[src/rtl/dii_package.sv]
// dii_package: debug-interconnect flit type plus register-access packet encodings.
package dii_package;

    typedef struct packed {
        logic        valid;
        logic        last;
        logic [15:0] data;
    } dii_flit;

    localparam logic [1:0] TYPE_REG = 2'b00;

    localparam logic [3:0] REQ_READ       = 4'd0;
    localparam logic [3:0] REQ_WRITE      = 4'd1;
    localparam logic [3:0] RESP_READ_OK   = 4'd2;
    localparam logic [3:0] RESP_READ_ERR  = 4'd3;
    localparam logic [3:0] RESP_WRITE_OK  = 4'd4;
    localparam logic [3:0] RESP_WRITE_ERR = 4'd5;

    localparam logic [15:0] ADDR_VENDOR   = 16'h0000;
    localparam logic [15:0] ADDR_TYPE     = 16'h0001;
    localparam logic [15:0] ADDR_VERSION  = 16'h0002;
    localparam logic [15:0] ADDR_EXT_BASE = 16'h0200;

    typedef enum logic [3:0] {
        IDLE, RX_SRC, RX_TYPE, RX_ADDR, RX_WDATA, DRAIN,
        ACCESS, TX_DEST, TX_SRC, TX_TYPE, TX_RDATA
    } state_t;

    function automatic logic [15:0] type_word(input logic [3:0] sub);
        return {TYPE_REG, sub, 10'h000};
    endfunction

endpackage

[src/rtl/osd_regaccess_responder_if.sv]
// osd_regaccess_responder_if: address decode lookup between the responder FSM and its base registers.
interface osd_regaccess_responder_if;
    logic [15:0] addr;
    logic        write;
    logic        ext;
    logic        err;
    logic [15:0] rdata;

    modport master (output addr, write, input ext, err, rdata);
    modport slave  (input addr, write, output ext, err, rdata);
endinterface

[src/rtl/osd_regaccess_baseregs.sv]
// osd_regaccess_baseregs: read-only module identification registers below the host window.
module osd_regaccess_baseregs
    import dii_package::*;
#(
    parameter logic [15:0] MOD_VENDOR  = 16'h0,
    parameter logic [15:0] MOD_TYPE    = 16'h0,
    parameter logic [15:0] MOD_VERSION = 16'h0
) (
    osd_regaccess_responder_if.slave bus
);

    // Everything below the host window is read-only; only the three id words exist.
    assign bus.ext   = bus.addr >= ADDR_EXT_BASE;
    assign bus.err   = bus.write || bus.addr > ADDR_VERSION;
    assign bus.rdata = bus.addr == ADDR_VENDOR  ? MOD_VENDOR  :
                       bus.addr == ADDR_TYPE    ? MOD_TYPE    :
                       bus.addr == ADDR_VERSION ? MOD_VERSION : 16'h0000;

endmodule

[src/rtl/osd_regaccess_responder.sv]
// osd_regaccess_responder: DII register-access request parser, host access and response framer.
// Optional access timeout enabled by defining OSD_REGACCESS_TIMEOUT_EN.
module osd_regaccess_responder
    import dii_package::*;
#(
    parameter logic [15:0] MOD_VENDOR     = 16'h0,
    parameter logic [15:0] MOD_TYPE       = 16'h0,
    parameter logic [15:0] MOD_VERSION    = 16'h0,
    parameter int          TIMEOUT_CYCLES = 256
) (
    input  logic        clk,
    input  logic        rst_n,
    input  logic [15:0] id,
    input  dii_flit     debug_in,
    output logic        debug_in_ready,
    output dii_flit     debug_out,
    input  logic        debug_out_ready,
    output logic        reg_request,
    output logic        reg_write,
    output logic [15:0] reg_addr,
    output logic [15:0] reg_wdata,
    input  logic        reg_ack,
    input  logic        reg_err,
    input  logic [15:0] reg_rdata
);

    state_t      state, state_nx;
    logic [15:0] src_q, addr_q, wdata_q, rdata_q;
    logic        write_q, err_q, drain_resp_q;
    logic        in_fire, out_fire, type_ok, final_flit, timeout, done;
    logic [3:0]  resp_sub;

    osd_regaccess_responder_if bif();

    osd_regaccess_baseregs #(
        .MOD_VENDOR  (MOD_VENDOR),
        .MOD_TYPE    (MOD_TYPE),
        .MOD_VERSION (MOD_VERSION)
    ) u_baseregs (
        .bus (bif.slave)
    );

    // Reads decode the address flit as it arrives; writes decode the latched address.
    assign bif.addr  = state == RX_ADDR ? debug_in.data : addr_q;
    assign bif.write = write_q;

    assign in_fire    = debug_in.valid && debug_in_ready;
    assign out_fire   = debug_out.valid && debug_out_ready;
    assign type_ok    = debug_in.data[15:14] == TYPE_REG && debug_in.data[13:10] <= REQ_WRITE;
    assign final_flit = state == RX_WDATA || (state == RX_ADDR && !write_q);
    assign done       = reg_ack || reg_err || timeout;

`ifdef OSD_REGACCESS_TIMEOUT_EN
    localparam int CW = $clog2(TIMEOUT_CYCLES + 1);
    logic [CW-1:0] cnt;
    always_ff @(posedge clk or negedge rst_n) begin
        if (!rst_n) cnt <= '0;
        else cnt <= state == ACCESS ? cnt + 1'b1 : '0;
    end
    assign timeout = state == ACCESS && cnt == CW'(TIMEOUT_CYCLES - 1);
`else
    assign timeout = 1'b0;
`endif

    always_ff @(posedge clk or negedge rst_n) begin
        if (!rst_n) state <= IDLE;
        else state <= state_nx;
    end

    always_comb begin
        state_nx = state;
        case (state)
            IDLE:     if (in_fire && !debug_in.last) state_nx = RX_SRC;
            RX_SRC:   if (in_fire) state_nx = debug_in.last ? IDLE : RX_TYPE;
            RX_TYPE:  if (in_fire) state_nx = debug_in.last ? IDLE : type_ok ? RX_ADDR : DRAIN;
            RX_ADDR:  if (in_fire) state_nx = write_q ? (debug_in.last ? IDLE : RX_WDATA) :
                                              !debug_in.last ? DRAIN : bif.ext ? ACCESS : TX_DEST;
            RX_WDATA: if (in_fire) state_nx = !debug_in.last ? DRAIN : bif.ext ? ACCESS : TX_DEST;
            DRAIN:    if (in_fire && debug_in.last) state_nx = drain_resp_q ? TX_DEST : IDLE;
            ACCESS:   if (done) state_nx = TX_DEST;
            TX_DEST:  if (out_fire) state_nx = TX_SRC;
            TX_SRC:   if (out_fire) state_nx = TX_TYPE;
            TX_TYPE:  if (out_fire) state_nx = write_q ? IDLE : TX_RDATA;
            TX_RDATA: if (out_fire) state_nx = IDLE;
            default:  state_nx = IDLE;
        endcase
    end

    always_ff @(posedge clk or negedge rst_n) begin
        if (!rst_n) begin
            src_q        <= '0;
            addr_q       <= '0;
            wdata_q      <= '0;
            rdata_q      <= '0;
            write_q      <= 1'b0;
            err_q        <= 1'b0;
            drain_resp_q <= 1'b0;
        end else begin
            if (in_fire && state == RX_SRC) src_q <= debug_in.data;
            if (in_fire && state == RX_TYPE) begin
                write_q      <= debug_in.data[13:10] == REQ_WRITE;
                drain_resp_q <= 1'b0;
            end
            if (in_fire && state == RX_ADDR) addr_q <= debug_in.data;
            if (in_fire && state == RX_WDATA) wdata_q <= debug_in.data;
            // A missing last turns the packet into an error response after draining.
            if (in_fire && final_flit) begin
                err_q        <= !debug_in.last || bif.err;
                rdata_q      <= (!debug_in.last || bif.err) ? 16'h0000 : bif.rdata;
                drain_resp_q <= !debug_in.last;
            end
            if (state == ACCESS && done) begin
                err_q   <= reg_err || !reg_ack;
                rdata_q <= (reg_ack && !reg_err) ? reg_rdata : 16'h0000;
            end
        end
    end

    always_comb begin
        resp_sub        = write_q ? (err_q ? RESP_WRITE_ERR : RESP_WRITE_OK) :
                                    (err_q ? RESP_READ_ERR : RESP_READ_OK);
        debug_in_ready  = rst_n && state inside {IDLE, RX_SRC, RX_TYPE, RX_ADDR, RX_WDATA, DRAIN};
        reg_request     = state == ACCESS;
        reg_write       = reg_request && write_q;
        reg_addr        = reg_request ? addr_q : 16'h0000;
        reg_wdata       = reg_write ? wdata_q : 16'h0000;
        debug_out.valid = state inside {TX_DEST, TX_SRC, TX_TYPE, TX_RDATA};
        debug_out.last  = state == TX_RDATA || (state == TX_TYPE && write_q);
        debug_out.data  = state == TX_DEST  ? src_q :
                          state == TX_SRC   ? id :
                          state == TX_TYPE  ? type_word(resp_sub) :
                          state == TX_RDATA ? rdata_q : 16'h0000;
    end

endmodule

[config.mk]
export PLATFORM = sky130hd
export DESIGN_NAME = osd_regaccess_responder
export DESIGN_NICKNAME = d
export VERILOG_FILES = /design/src/rtl/dii_package.sv /design/src/rtl/osd_regaccess_responder_if.sv /design/src/rtl/osd_regaccess_baseregs.sv /design/src/rtl/osd_regaccess_responder.sv
export SDC_FILE = /design/constraint.sdc
export NUM_CORES = 1
export LEC_CHECK = 0
export ABC_AREA = 1
export CORE_MARGIN = 2
export CORE_UTILIZATION = 50
export CTS_BUF_LIST = sky130_fd_sc_hd__clkbuf_8
export CTS_CLUSTER_SIZE = 8
export DETAILED_ROUTE_END_ITERATION = 8
export PLACE_DENSITY = 0.85
export SYNTH_ARGS = -nofsm -noshare
export SYNTH_HDL_FRONTEND = slang
export SYNTH_SLANG_ARGS = --single-unit
[constraint.sdc]
create_clock -name clk -period 1.7 [get_ports clk]
set_input_delay 0.34 -clock clk [delete_from_list [all_inputs] [get_ports clk]]
set_output_delay 0.34 -clock clk [all_outputs]
set_load 0.1 [all_outputs]
==> results of run 1 <==
## registers in the layout, summed over array words and instances, names as in the netlist
name	flops
err_q	1
state	4
wdata_q	16
addr_q	16
rdata_q	16
bif.write	1
drain_resp_q	1
src_q	16
## worst register-to-register path, stage by stage, from the launching register on
cell     delay (ns)
dfrtp_2        0.44
inv_4          0.06
nor2_4         0.16
nand2_4        0.11
buf_4          0.15
buf_8          0.12
buf_4          0.14
nand2_4        0.07
buf_4          0.11
nand2_2        0.05
nand2_2        0.08
nand3_4        0.10
o21ai_0        0.23
nand2_1        0.12
## Yosys cell counts
master	count	area, um2
nand2_1	145	544.3
inv_1	77	289.0
dfrtp_1	71	1777
o21ai_0	58	290.3
nor2_1	56	210.2
nand3_1	14	70.07
o211ai_1	14	105.1
o21ai_2	11	96.34
buf_2	9	45.04
nand2_2	9	56.30
buf_4	6	45.04
nor2_2	5	31.28
o21ai_1	5	25.02
nand4_1	4	25.02
nor2_4	4	45.04
o2111ai_1	4	35.03
a21oi_1	3	15.01
inv_2	3	11.26
nand2_4	3	33.78
nand3_2	2	20.02
nand3b_1	2	15.01
a21oi_4	1	16.27
buf_12	1	20.02
clkbuf_1	1	3.750
clkbuf_2	1	5.000
clkinv_2	1	5.000
nor3_4	1	16.27
## cell usage in the layout, fill, tap and decap left out, drive strengths merged
| cell | n |
|---|---|
| nand4 | 4 |
| nand3 | 16 |
| clkinvlp | 4 |
| inv | 81 |
| o211ai | 14 |
| clkdlybuf4s50 | 53 |
| buf | 118 |
| a21oi | 4 |
| clkbuf | 16 |
| nor2 | 65 |
| nor3 | 1 |
| nand3b | 2 |
| bufinv | 1 |
| o21ai | 74 |
| nand2 | 159 |
| clkinv | 2 |
| o2111ai | 4 |
| dfrtp | 71 |
## stage by stage
stage          setup slack [ns]  instance area [um2]  hold slack, ns  setup TNS, ns
4_1_cts                 -0.4218                 6648          0.2278         -20.34
3_5_place_dp            -0.1835                 6177          0.5106         -4.668
2_1_floorplan           -0.9796                 4203         0.04441         -31.12
5_1_grt                 -0.5448                 6943          0.2725         -28.78
3_3_place_gp           -0.06772                 6177          0.4854         -1.811
6_report                -0.5356                 6943          0.1760         -26.07
## metal layers
layer | vias up | share of wire | global-route usage
li1 | 1955 | - | -
met1 | 2300 | 0.35 | 0.4427
met2 | 448 | 0.48 | 0.6238
met3 | 134 | 0.11 | 0.09285
met4 | 0 | 0.066 | 0.1530
met5 | - | 0 | 0
## cells by family after synthesis
| logic type | synth area share |
|---|---|
| compound gates | 0.1514 |
| buf+inv | 0.1101 |
| flops | 0.4613 |
| simple gates | 0.2771 |
## where the power goes
part           internal [mW]  switching, mW
combinational           1.85           3.47
sequential              2.50          0.559
clock                  0.768          0.716
total                   5.12           4.74
## timing repair
item | CTS | global route
setup endpoints to repair | 54 | 95
resized for setup | 39 | 37
gates cloned | 3 | 3
endpoints found under the hold margin | 0 | 0
pin swaps | 24 | 18
setup buffers | 13 | 12
## final timing paths
| check | startpoint | endpoint | slack [ns] | depth (start not counted) |
|---|---|---|---|---|
| worst min register to register | rdata_q[12] | rdata_q[12] | 0.55 | 2 |
| worst max-delay path | state[0] | debug_out[1] | -0.54 | 7 |
| worst min-delay path | rst_n | src_q[10] | 0.18 | 2 |
| worst max register to register | state[2] | state[0] | -0.38 | 13 |
| max in group asynchronous | rst_n | state[0] | 0.90 | 2 |
| min in group clk | reg_rdata[11] | rdata_q[11] | 0.53 | 3 |
## area by class of cell
cell class / instances / area [um2]
Fill cell: 270 / 664.4
Timing Repair inverter: 2 / 18.77
Timing Repair Buffer: 176 / 2318
Clock buffer: 11 / 151.4
Sequential cell: 71 / 1782
Multi-Input combinational cell: 343 / 2152
Inverter: 81 / 329.1
Clock inverter: 5 / 63.81
Tap cell: 102 / 127.6
==> impl_metrics.toml, run 1 <==
[run_status]
outcome = "complete, but fails checks"
failed_checks = "setup timing"

[sta]
max_freq_mhz = 447.3
tightest_slew_ns = 0.9059
fin_crit_ns = 2.236
fin_crit_sh = 1.315
finalMaxSlewViolations = 0
setup_viol = 76
finalHoldViolCount = 0
fin_ws_ns = -0.5356
relSlewSlack = 0.3960
rsz0062_at_grt = "yes"
skew_ns = 0.01956

[layout]
diodes = 0
finalCoreUtilization = 0.9127
nets = 739
area_delta_synth_final_pct = 80.28
layout.cells.non_filler = 791
drive_gt1_frac = 0.3672

[detailed_routing]
wl_per_cell_um = 22.59
route.detailed.drc = 0
viasPerCell = 6.115
dr.pass1.iters = 6
drt_iter0_drc = 555
wl_um = 17870
vias = 4837
ant_nets = 0

[placement]
dp_cells = 747
place_congestion = 0.8828
dp_hpwl_um = 9697
portBuffers = 107

[logic_synthesis]
ys_types = 27
ys_seq_elements = 71
avgSynthCellArea_um2 = 7.537
netlist_area_mm2 = 0.003851
syn_nets = 566
yosysWarningCount = 0
yosysSeqAreaShare = 0.4613
netlist_instances = 511

[critical_path]
worstPathCellList = "nand2_4 > inv_4 > nand2_4 > clkinvlp_4 > nand2_2 > o211ai_1 > buf_12"
start_kind = "register"
cpMostUsedCell = "nand2_4"
slowest_delay_ns = 0.49
path_max_fanout = 8
cpMaxStageDelayCell = "dfrtp_2"
critPathCaptureType = "primary output"
cp_num_buf_inv = 3
cp.required_ns = 1.36
path_class = "register to primary output"
critPathTopFamily = "buffers and inverters"
critical_path_arrival_ns = 1.90

[floorplan]
core_area_mm2 = 0.007607
die_w_um = 91.77
fp-row-count = 32
start_util = 0.5063
die_area_mm2 = 0.008421
dieHeight_um = 91.77
num_io_pins = 108

[clock_tree]
cts_buffer_depth = 2
cts-htree-levels = 3
cts_buffers = 9
cts_root_buf = "clkbuf_8"
clock_sinks = 71
clk_latency_ns = 0.38
path_clk_slew_ns = 0.10
cts-hold-fix-buffers = 0
cts_tree = "done"

[hold_path]
holdCritPathClass = "primary input to asynchronous set/reset pin"

[grt]
grt_max_degree = 72
grt_overflow = 0
first_global_vias = 4613
antenna_found_initial = 0
grt_usage = 0.3662
grt_pass1_wl_um = 23650

[power]
powerDensity_mw_per_mm2 = 1420
leakagePower_nw = 3.071
finalPower_mw = 9.861
peakVddDrop_mv = 0.7913

[run]
cap_violations = 0
Note: power is estimated with default switching activity, not from simulation.
==> run 2: changes to the inputs <==
- CTS_CLUSTER_DIAMETER: unset -> 80
==> results of run 2 <==
No change in the layout: final DEF, timing and power equal those of run 1.
==> run 3: changes to the inputs <==
- GPL_TIMING_DRIVEN: unset -> 0
==> impl_metrics.toml, run 3 (same netlist as run 1, synthesis figures left out) <==
[run_status]
outcome = "complete, but fails checks"
failed_checks = "hold timing, setup timing"

[critical_path]
path_class = "register to primary output"
r2r_cells = 10
r2r_start = "state[1]"
critPathCaptureType = "primary output"
cp.required_ns = 1.36
reg2reg_to = "state[1]"
start_kind = "register"
cpMostUsedCell = "buf_6"
critical_path_arrival_ns = 1.96
critPathTopFamily = "buffers and inverters"
reg2reg_slack_ns = -0.21
path_max_fanout = 6
cpMaxStageDelayCell = "dfrtp_2"
worstPathCellList = "inv_4 > nor2_4 > buf_6 > nand2_8 > inv_8 > buf_6 > nand2_1 > o211ai_1 > buf_6"
slowest_delay_ns = 0.45
cp_num_buf_inv = 5

[clock_tree]
clock_sinks = 71
cts_tree = "done"
cts_root_buf = "clkbuf_8"
clk_latency_ns = 0.36
cts_buffers = 9
path_clk_slew_ns = 0.08
cts_buffer_depth = 2
cts-htree-levels = 3

[layout]
area_delta_synth_final_pct = 85.96
diodes = 0
mostFrequentLayoutCells = "99 x nand2_1, 72 x inv_1, 67 x dfrtp_1"
layout_commonest_cell = "nand2_1"
layout.cells.non_filler = 804
nets = 753
drive_gt1_frac = 0.4316

[sta]
fin_tns_setup_ns = -29.13
fin_crit_ns = 2.299
max_freq_mhz = 435.1
setup_viol = 89
fin_ws_ns = -0.5985
fin_crit_sh = 1.352
finalMaxSlewViolations = 0
skew_ns = 0.005325
finalHoldViolCount = 71
whs_ns = -0.1305
relSlewSlack = 0.7071
rsz0062_at_grt = "yes"
tightest_slew_ns = 0.4394

[detailed_routing]
wl_per_cell_um = 23.18
wl_um = 18640
route.detailed.drc = 0
drt_iter0_drc = 512
viasPerCell = 6.185
vias = 4973
ant_nets = 0
dr.pass1.iters = 6

[floorplan]
fp-row-count = 32
start_util = 0.5063
num_io_pins = 108
die_area_mm2 = 0.008421
dieHeight_um = 91.77
die_w_um = 91.77
core_area_mm2 = 0.007607

[hold_path]
holdCritPathClass = "primary input to asynchronous set/reset pin"

[power]
power.switching_mw = 4.794
finalPower_mw = 9.972
leakagePower_nw = 3.212
powerDensity_mw_per_mm2 = 1392
peakVddDrop_mv = 0.8242
p_int_mw = 5.178
seqPwrFrac = 0.300
switching_share = 0.4808
power_frac_clock = 0.144
p_comb_frac = 0.555

[grt]
antenna_found_initial = 0
grt_max_degree = 73
grtUsageMet2 = 0.5600
grt_overflow = 0
use_met1 = 0.4393
met3_usage = 0.07231
first_global_vias = 4351
grt_usage = 0.3384
grt_pass1_wl_um = 22160
grt.busiest_layer = "met2"

[run]
cap_violations = 0

[placement]
dp_slack_ns = -1.251
dp_hpwl_um = 8290
portBuffers = 106
dp_cells = 719
place_congestion = 0.8990
[run 3: cell types whose count changed in the layout (fill, tap and decap cells not counted), sizes merged]
cell	delta
buf	+20
clkbuf	-1
clkdlybuf4s50	-1
clkinvlp	-2
inv	-1
nand2	-2
[run 3: repair_timing]
action,in CTS,in global routing
cloned,4,8
gates resized for setup,511,125
setup endpoints to repair,124,114
pin swaps,20,39
endpoints found under the hold margin,71,71
setup buffers,33,27
[run 3: area by class of cell]
cell class	instances	area (um2)
Fill cell	237	445.4
Clock buffer	11	151.4
Multi-Input combinational cell	341	2293
Buffer	18	224.0
Sequential cell	71	1782
Inverter	81	332.8
Clock inverter	4	46.29
Tap cell	102	127.6
Timing Repair Buffer	176	2205
[run 3: worst max path at each step]
stage	slack, ns	startpoint	endpoint	depth (start not counted)
after floorplan	-0.98	state[1]	debug_out[13]	5
after global routing	-0.61	state[2]	debug_out[4]	9
after CTS	-0.49	state[0]	debug_out[3]	6
after global placement	-3.43	rst_n	debug_in_ready	6
final	-0.60	state[2]	debug_out[4]	9
after detailed placement	-1.25	rst_n	debug_in_ready	6
[run 3: stage by stage]
| stage | cell area, um2 | utilization |
|---|---|---|
| 3_3_place_gp | 5391 | 0.7087 |
| 3_5_place_dp | 5389 | 0.7084 |
| 4_1_cts | 6502 | 0.8548 |
| 2_1_floorplan | 4203 | - |
| 5_1_grt | 7162 | 0.9414 |
| 6_report | 7162 | 0.9414 |
[run 3: per-layer routing]
| metal | vias up | wire length, um |
|---|---|---|
| li1 | 1982 | - |
| met1 | 2350 | 6212 |
| met2 | 496 | 8946 |
| met3 | 145 | 2084 |
| met4 | 0 | 1394 |
| met5 | - | 0 |
[run 3: power by group through the flow]
stage	Sequential, mW	Combinational, mW	Clock [mW]
after floorplan	2.81	2.94	0
after global placement	2.88	3.64	0
after detailed placement	2.92	3.75	0
after CTS	2.87	4.53	1.37
after global routing	3.03	5.78	1.48
final	3.00	5.54	1.44
==> RTL change (config.mk and constraints of run 3) <==
Register the output `debug_out`; this adds one clock of latency there. The other outputs are not delayed to match.
--- a/src/rtl/osd_regaccess_responder.sv
+++ b/src/rtl/osd_regaccess_responder.sv
@@ -26,2 +26,4 @@
 
+    dii_flit debug_d;
+
     state_t      state, state_nx;
@@ -47,3 +49,3 @@
     assign in_fire    = debug_in.valid && debug_in_ready;
-    assign out_fire   = debug_out.valid && debug_out_ready;
+    assign out_fire   = debug_d.valid && debug_out_ready;
     assign type_ok    = debug_in.data[15:14] == TYPE_REG && debug_in.data[13:10] <= REQ_WRITE;
@@ -126,5 +128,5 @@
         reg_wdata       = reg_write ? wdata_q : 16'h0000;
-        debug_out.valid = state inside {TX_DEST, TX_SRC, TX_TYPE, TX_RDATA};
-        debug_out.last  = state == TX_RDATA || (state == TX_TYPE && write_q);
-        debug_out.data  = state == TX_DEST  ? src_q :
+        debug_d.valid = state inside {TX_DEST, TX_SRC, TX_TYPE, TX_RDATA};
+        debug_d.last  = state == TX_RDATA || (state == TX_TYPE && write_q);
+        debug_d.data  = state == TX_DEST  ? src_q :
                           state == TX_SRC   ? id :
@@ -134,2 +136,6 @@
 
+    always_ff @(posedge clk) begin
+        debug_out <= debug_d;
+    end
+
 endmodule
Function: changed (Yosys sat finds a counterexample within 10 cycles, from zero or initial values and one cycle with rst_n low).
==> RTL change against run 3 <==
- the run still ends with negative hold slack, negative setup slack left
- final cell count down 1.1%
- routed wire length down 20%
- sequential cell count up 18
- sequential power up 9.3%
- critical path type unchanged
- final area down 4.5%
- global-route usage down 2.6 points
- worst hold slack better by 17 ps
- area after synthesis up 7.4%
- worst setup slack better by 34 ps
- die area up 7.1%
- power down 11%
- synthesized cell count up 2.7%
==> RTL change: results (changes against run 3) <==
status complete, but fails checks; failing checks negative hold slack, negative setup slack; LEAKAGE 3.014 nW (-6.2%); worst-path fanout max 5 (-1); Final HPWL DP 8322 microns (+0.38%); Via Count 4453 (-10%); Fin Hold WS -113.8 ps (+16.74 ps); layout cells sized above 1 31.74% (-11 points); comb_multi_in 333 (-2.3%); Final WS setup -564.5 ps (+34.00 ps); VDD IR max 0.6488 mV (-21%); ClkCell Share 2.506% (-0.25 points); mean number of vias per cell 5.601 (-9.4%); Post-Syn Nets 580 (+2.5%); register area share after synthesis 51.66% (+5.5 points); FF-to-FF setup slack -230 ps (-20 ps); Buffers on Ports 107 (+0.94%); GRT met3 Usage 3.990% (-3.2 points); Die W 94.96 microns (+3.5%); fillcell total 409 (+73%); Worst Setup EP reg_wdata[1]; Internal 0.004855 W (-6.2%); post-synthesis cell type count 31 (+15%); global placement routability congestion 0.9456 (+5.2%); # setup viols final 57 (-36%); P per Cell Area 1294 nW/um^2 (-7.1%); global-route wire length before repair 21310 microns (-3.8%); detailed-router iteration count before antenna repair 5 (-1); count of final hold-check violations 44 (-38%); PostCTS Resize Cnt 396 (-23%); all-layer global routing usage 31.25% (-2.6 points); Cells after Synth 525 (+2.7%); Worst slew margin 63.24% (-7.5 points)
RTL change: through the flow:
step / total power, W / setup WS [ps]
after floorplan: 0.005666 / -881.0
after global placement: 0.006406 / -3451
after detailed placement: 0.006512 / -1240
after CTS: 0.008092 / -512.2
after global routing: 0.009268 / -583.1
final: 0.008851 / -564.5
RTL change: power by group through the flow:
| stage | Sequential (W) | Combinational (W) | Clock, W |
|---|---|---|---|
| 2_1_floorplan | 0.00364 | 0.00202 | 0 |
| 3_3_place_gp | 0.00325 | 0.00315 | 0 |
| 3_5_place_dp | 0.00328 | 0.00324 | 0 |
| 4_1_cts | 0.00323 | 0.00355 | 0.00131 |
| 5_1_grt | 0.00334 | 0.00451 | 0.00141 |
| 6_report | 0.00328 | 0.00423 | 0.00134 |
RTL change: metal layers:
| layer | routed length [microns] | share of wire [%] |
|---|---|---|
| met1 | 5489 | 37 |
| met2 | 7475 | 50 |
| met3 | 1306 | 8.8 |
| met4 | 624 | 4.2 |
| met5 | 0 | 0 |
